[src/rtl/raster_delta_gen.sv]
// raster_delta_gen: walks a COLS x ROWS raster, one (dx, dy) pair per
// accepted valid/ready beat; start launches a pass, done pulses at end.
//
// Ports:
//   clock, reset      rising-edge clock, synchronous active-high reset
//   start             launch a pass (IDLE only)
//   abort             cancel the current pass (RUN only)
//   out_ready         consumer accepts the current beat
//   out_valid         beat on out_dx/out_dy/out_last is valid
//   out_dx, out_dy    current column / row index
//   out_last          beat is (COLS-1, ROWS-1)
//   busy              pass in progress
//   done              one-cycle pulse after the pass ends
//   beat_count        beats accepted in the current/last pass
module raster_delta_gen #(
  parameter int DX_BITS = 8,
  parameter int DY_BITS = 8,
  parameter int COLS    = 4,
  parameter int ROWS    = 3
) (
  input  logic               clock,
  input  logic               reset,
  input  logic               start,
  input  logic               abort,
  input  logic               out_ready,
  output logic               out_valid,
  output logic [DX_BITS-1:0] out_dx,
  output logic [DY_BITS-1:0] out_dy,
  output logic               out_last,
  output logic               busy,
  output logic               done,
  output logic [15:0]        beat_count
);

  localparam logic [1:0] S_IDLE = 2'd0;
  localparam logic [1:0] S_RUN  = 2'd1;
  localparam logic [1:0] S_DONE = 2'd2;

  localparam logic [DX_BITS-1:0] X_MAX = DX_BITS'(COLS - 1);
  localparam logic [DY_BITS-1:0] Y_MAX = DY_BITS'(ROWS - 1);

  logic [1:0]         state_q, state_d;
  logic [DX_BITS-1:0] x_q, x_d;
  logic [DY_BITS-1:0] y_q, y_d;
  logic [15:0]        cnt_q, cnt_d;

  logic run;
  logic x_end;
  logic last;
  logic accept;

  assign run    = (state_q == S_RUN);
  assign x_end  = (x_q == X_MAX);
  assign last   = x_end && (y_q == Y_MAX);
  assign accept = run && out_ready;

  // Every output is decoded from state/index registers only.
  assign out_valid  = run;
  assign busy       = run;
  assign done       = (state_q == S_DONE);
  assign out_dx     = x_q;
  assign out_dy     = y_q;
  assign out_last   = run && last;
  assign beat_count = cnt_q;

  always_comb begin
    state_d = state_q;
    x_d     = x_q;
    y_d     = y_q;
    cnt_d   = cnt_q;
    case (state_q)
      S_IDLE: begin
        if (start) begin
          x_d     = '0;
          y_d     = '0;
          cnt_d   = '0;
          state_d = S_RUN;
        end
      end
      S_RUN: begin
        if (accept && (cnt_q != 16'hFFFF)) begin
          cnt_d = cnt_q + 16'd1;
        end
        // Abort wins over a same-cycle accept: the beat is counted
        // but the raster position is frozen.
        if (abort) begin
          state_d = S_DONE;
        end else if (accept) begin
          if (last) begin
            state_d = S_DONE;
          end else if (!x_end) begin
            x_d = x_q + DX_BITS'(1);
          end else begin
            x_d = '0;
            y_d = y_q + DY_BITS'(1);
          end
        end
      end
      S_DONE: begin
        state_d = S_IDLE;
      end
      default: begin
        state_d = S_IDLE;
      end
    endcase
  end

  always_ff @(posedge clock) begin
    if (reset) begin
      state_q <= S_IDLE;
      x_q     <= '0;
      y_q     <= '0;
      cnt_q   <= '0;
    end else begin
      state_q <= state_d;
      x_q     <= x_d;
      y_q     <= y_d;
      cnt_q   <= cnt_d;
    end
  end

endmodule
[config.mk]
export PLATFORM = sky130hd
export DESIGN_NAME = raster_delta_gen
export DESIGN_NICKNAME = d
export VERILOG_FILES = /design/src/rtl/raster_delta_gen.sv
export SDC_FILE = /design/constraint.sdc
export NUM_CORES = 1
export LEC_CHECK = 0
export BUFFER_PORTS_ARGS = -buffer_cell sky130_fd_sc_hd__buf_2
export CORE_AREA = 2 2 68 70
export CTS_BUF_LIST = sky130_fd_sc_hd__clkbuf_4 sky130_fd_sc_hd__clkbuf_8 sky130_fd_sc_hd__clkbuf_16
export CTS_CLUSTER_DIAMETER = 40
export DETAILED_ROUTE_END_ITERATION = 10
export DIE_AREA = 0 0 70 72
export GPL_ROUTABILITY_DRIVEN = 0
export GPL_TIMING_DRIVEN = 0
export PLACE_DENSITY_LB_ADDON = 0.05
export SKIP_LAST_GASP = 1
export SYNTH_ARGS = -nofsm -noshare
export SYNTH_HDL_FRONTEND = slang
export SYNTH_SLANG_ARGS = --single-unit
[constraint.sdc]
create_clock -name clock -period 2.3 [get_ports clock]
set_input_delay 0.46 -clock clock [delete_from_list [all_inputs] [get_ports clock]]
set_output_delay 0.46 -clock clock [all_outputs]
set_load 0.01 [all_outputs]
==> results of run 1 <==
timing repair:
| item | CTS | global route |
|---|---|---|
| endpoints found under the setup margin | 1 | 2 |
| gates resized for setup | 0 | 3 |
| buffers inserted | 1 | 0 |
sequential cells by signal, summed over array words and instances, names as in the netlist:
| name | cells |
|---|---|
| beat_count | 16 |
| out_dx | 8 |
| out_dy | 8 |
| state_q | 2 |
final cells by class:
| type | instances | area (um^2) |
|---|---|---|
| Buffer | 9 | 50.0 |
| Multi-Input combinational cell | 171 | 1260 |
| Clock buffer | 7 | 90.1 |
| Inverter | 9 | 37.5 |
| Fill cell | 421 | 1870 |
| Tap cell | 52 | 65.1 |
| Timing Repair Buffer | 41 | 208 |
| Sequential cell | 34 | 681 |
| Clock inverter | 1 | 5.00 |
cell families (layout without fill, tap and decap cells):
family | Yosys count | in the layout | share of synthesized area, %
simple gates | 100 | 100 | 30.5
buf+inv | 18 | 67 | 4.15
compound gates | 51 | 51 | 21.1
fa+ha+maj | 4 | 4 | 2.48
xor+xnor | 5 | 5 | 2.17
mux | 11 | 11 | 5.94
flops | 34 | 34 | 33.7
critical path, cell delays in order, from the launching register on:
cell and delay, ns:
dfxtp_1 0.35, nor3_1 0.49, nand4_1 0.31, nor2_1 0.17, buf_2 0.15
synthesized netlist by cell type, types with 2 or more instances:
master / instances
mux2_4: 2
buf_4: 2
or2_2: 2
nand4_1: 4
a31oi_1: 3
a2111oi_0: 3
and4_1: 6
and3_1: 4
xnor2_1: 3
nor2_1: 6
nand2b_1: 3
clkbuf_1: 5
nor3_1: 11
ha_1: 4
nor4b_1: 3
xor2_1: 2
dfxtp_1: 34
a211oi_1: 7
o31ai_1: 6
nand2_1: 26
or3_1: 9
inv_1: 9
nand3_1: 9
o2111ai_1: 3
o311ai_0: 5
and2_1: 3
o21ai_0: 3
mux2i_1: 9
a21oi_1: 8
layer usage:
layer,track usage [%],part of all wire (%),wire length (um)
met1,25.6,46,2320
met2,34.1,48,2400
met3,3.75,3.5,178
met4,9.19,2.8,143
met5,0,0,0
power groups by stage:
stage	Combinational [mW]	Clock, mW	Sequential (mW)
detailed placement	0.111	0	0.613
finish	0.111	0.469	0.600
CTS	0.111	0.485	0.600
floorplan	0.0725	0	0.613
global placement	0.109	0	0.613
global route	0.121	0.505	0.601
worst paths after layout:
| path | endpoint | start | slack, ns | cells after the start |
|---|---|---|---|---|
| max | out_last | out_dx[5] | 0.09 | 4 |
| min | beat_count[6] | beat_count[6] | 0.48 | 2 |
| max reg2reg | beat_count[13] | beat_count[0] | 0.27 | 5 |
| min reg2reg | beat_count[6] | beat_count[6] | 0.48 | 2 |
==> results_dict.tcl, run 1 <==
set metrics [dict create \
    nets 280 \
    place_inst 315 \
    place_worst_setup_slack_ns 0.271 \
    critPathMaxFanout 6 \
    place_area_mm2 0.00229 \
    row_count 24 \
    fin_crit_sh_pct 96.1 \
    crit_path_end_kind "output pin" \
    grt_pass1_vias 1767 \
    hp-class "flop to flop" \
    diodes 0 \
    grt-ovfl-total 0 \
    grt_start_max_net_pins 11 \
    power_frac_clock_pct 39.7 \
    rsz0062_at_grt "no" \
    cts_tree "yes" \
    synth-edff-count 0 \
    syn_area_mm2 0.00202 \
    vias 1938 \
    fin_cells 324 \
    dp_hpwl_um 3740 \
    clock-root-buffer "clkbuf_8" \
    die_w_um 70 \
    ctsHtreeMaxLevel 2 \
    synth_top_area_share_pct 33.7 \
    max_freq_mhz 452 \
    pin_count 41 \
    drv_cap 0 \
    yosys.area.top_type "dfxtp_1" \
    die_y_um 72 \
    ir_worst_vdd_mv 0.306 \
    drt-total-wl_um 5040 \
    async_flop_share_pct 0 \
    drive_gt1_share_pct 26.5 \
    clock_latency_ns 0.28 \
    coreArea_mm2 0.00426 \
    area_growth_pct 18.6 \
    numClockSinks 34 \
    final_common_cell "buf_2" \
    drc 0 \
    wl_per_cell_um 15.6 \
    leakagePower_nw 0.905 \
    status "finished clean" \
    final_cell_mix "buf_2 (41), dfxtp_1 (34), nand2_1 (25)" \
    worstSetupPathType "flop to output pin" \
    finalHoldViolCount 0 \
    combPwrFrac_pct 9.4 \
    start_util_pct 47.4 \
    numCtsBuffers 5 \
    synth-seq-cells 34 \
    internal_power_uw 883 \
    tns_ns 0 \
    post-route-min-period_ns 2.21 \
    holdWs_ns 0.485 \
    p_sw_uw 297 \
    worstMarginPinSlew_ns 0.643 \
    cp.arrival_ns 1.75 \
    syn-instance-count 223 \
    relSlewSlack_pct 56.0 \
    ys_types 58 \
    clkTransAtPathRegs_ns 0.07 \
    design_area_mm2 0.00240 \
    startpoint_type "flop" \
    netlist_top_cells_area "dfxtp_1 (34%), nand2_1 (4.8%), mux2i_1 (4.5%)" \
    timing.final.ws_setup_ns 0.0887 \
    drtAntennaViolNets 0 \
    powerDensity_mw_per_mm2 492 \
    grt_pass1_wl_um 8270 \
    total_power_mw 1.18 \
    dieArea_mm2 0.00504 \
    yosysWarnings 0 \
    finalSetupViolations 0 \
    syn_avg_cell_area_um2 9.06 \
    drtIter0Drc 86 \
    avgViaCountPerCell 5.98 \
    p_sw_share_pct 25.2 \
    final_util_pct 56.2 \
    slew_violations 0 \
    fin_skew_ns 0.00839 \
    clock_path_buffers 2 \
    port_buffers 40 \
    detailedRoute.firstPassIterationCount 4 \
    ys_seq_area_share_pct 33.7 \
    grt_use_total_pct 20.3 \
    synth_nets 232 \
    seqPwrFrac_pct 50.9 \
    antenna_found_initial 0 \
    cts-hold-fix-buffers 0 \
    synth_ff_type "dfxtp_1" \
    cp.required_ns 1.84 \
]
No activity file was read; power rests on OpenSTA's default activity.
==> run 2: changes to the inputs <==
- MAX_ROUTING_LAYER: default -> met4
- PLACE_DENSITY: default -> 0.76
- PLACE_DENSITY_LB_ADDON: 0.05 -> default
==> run 2 against run 1 <==
- clock power about the same
- non-clock buffer count unchanged
- power decreased by 0.18%
- via count increased by 0.21%
- routed wire length decreased by 0.60%
- cell count unchanged
- critical path depth increased by 1
- largest power group unchanged
==> results_dict.tcl, run 2 (synthesis results as in run 1) <==
set metrics [dict create \
    clkTransAtPathRegs_ns 0.07 \
    die_w_um 70 \
    final_util_pct 56.2 \
    port_buffers 40 \
    powerDensity_mw_per_mm2 492 \
    final_common_cell "buf_2" \
    rr_endpoint "out_dy[1]" \
    hold_path_depth 2 \
    drive_gt1_share_pct 26.1 \
    grt-ovfl-total 0 \
    reg2reg_slack_ns 0.28 \
    startpoint_type "flop" \
    worstSetupPathType "flop to output pin" \
    power_frac_clock_pct 39.9 \
    drt-total-wl_um 5010 \
    grt_pass1_wl_um 8070 \
    cts_tree "yes" \
    combPwrFrac_pct 9.2 \
    avgViaCountPerCell 5.99 \
    row_count 24 \
    die_y_um 72 \
    post-route-min-period_ns 2.17 \
    clock_latency_ns 0.29 \
    dp_hpwl_um 3700 \
    p_sw_share_pct 25.1 \
    ir_worst_vdd_mv 0.273 \
    nets 280 \
    slew_violations 0 \
    timing.final.ws_setup_ns 0.134 \
    drv_cap 0 \
    tns_ns 0 \
    coreArea_mm2 0.00426 \
    place_area_mm2 0.00229 \
    leakagePower_nw 0.914 \
    min_to "beat_count[6]" \
    start_util_pct 47.4 \
    ff2ff_path_depth 5 \
    fin_skew_ns 0.00570 \
    drc 0 \
    hp-class "flop to flop" \
    detailedRoute.firstPassIterationCount 4 \
    antenna_found_initial 0 \
    drtAntennaViolNets 0 \
    numCtsBuffers 5 \
    finalSetupViolations 0 \
    p_sw_uw 296 \
    holdWs_ns 0.485 \
    numClockSinks 34 \
    status "finished clean" \
    rsz0062_at_grt "no" \
    fin_crit_sh_pct 94.2 \
    r2r-start "out_dy[1]" \
    place_inst 315 \
    max_freq_mhz 462 \
    pin_count 41 \
    cp.required_ns 1.84 \
    worstMarginPinSlew_ns 0.612 \
    dieArea_mm2 0.00504 \
    vias 1942 \
    cts-hold-fix-buffers 0 \
    internal_power_uw 882 \
    ctsHtreeMaxLevel 2 \
    design_area_mm2 0.00240 \
    critPathMaxFanout 6 \
    grt_pass1_vias 1778 \
    finalHoldViolCount 0 \
    crit_path_end_kind "output pin" \
    relSlewSlack_pct 58.1 \
    grt_use_total_pct 20.4 \
    total_power_mw 1.18 \
    final_cell_mix "buf_2 (41), dfxtp_1 (34), nand2_1 (26)" \
    clock-root-buffer "clkbuf_8" \
    clock_path_buffers 2 \
    fin_cells 324 \
    hp-start "beat_count[6]" \
    drtIter0Drc 112 \
    largest_reg_flops 16 \
    cp.arrival_ns 1.71 \
    place_worst_setup_slack_ns 0.292 \
    wl_per_cell_um 15.5 \
    area_growth_pct 18.6 \
    seqPwrFrac_pct 50.9 \
    diodes 0 \
    fill_cells 414 \
    grt_start_max_net_pins 11 \
]
==> run 2: area by class of cell <==
type,count,area (um^2),area share (%)
Tap cell,52,65.1,2.72
Buffer,9,50.0,2.09
Inverter,9,33.8,1.41
Clock buffer,7,90.1,3.76
Multi-Input combinational cell,171,1260,52.7
Clock inverter,1,5.00,0.209
Sequential cell,34,681,28.4
Timing Repair Buffer,41,208,8.67
==> run 2: worst max path at each step <==
stage / end / from / slack [ns]
after floorplan: out_dy[1] / out_dy[1] / 0.42
after global placement: out_dy[1] / out_dy[1] / 0.31
after detailed placement: out_dy[1] / out_dx[0] / 0.29
after CTS: out_last / out_dx[0] / 0.07
after global routing: out_last / out_dx[0] / 0.005
final: out_last / out_dx[0] / 0.13
==> run 2: per-layer routing <==
layer / track usage, % / routed length [um]
met1: 24.2 / 2240
met2: 33.8 / 2470
met3: 5.69 / 265
met4: 6.62 / 32
met5: - / 0
==> run 2: what timing repair did <==
item	CTS	global route
setup buffers	1	0
gates resized for setup	0	2
endpoints found under the setup margin	1	1
==> run 2: worst max-delay path, stage by stage (launching register included) <==
cell,delay (ns)
dfxtp_1,0.40
ha_2,0.26
nor4b_4,0.26
nand4_1,0.22
nor2_1,0.15
buf_2,0.14
==> run 2: power groups by stage <==
| stage | registers [mW] | logic [mW] | clock network [mW] |
|---|---|---|---|
| after floorplan | 0.613 | 0.0725 | 0 |
| after CTS | 0.599 | 0.108 | 0.490 |
| after global placement | 0.613 | 0.106 | 0 |
| after detailed placement | 0.613 | 0.108 | 0 |
| final | 0.600 | 0.109 | 0.470 |
| after global routing | 0.601 | 0.119 | 0.509 |
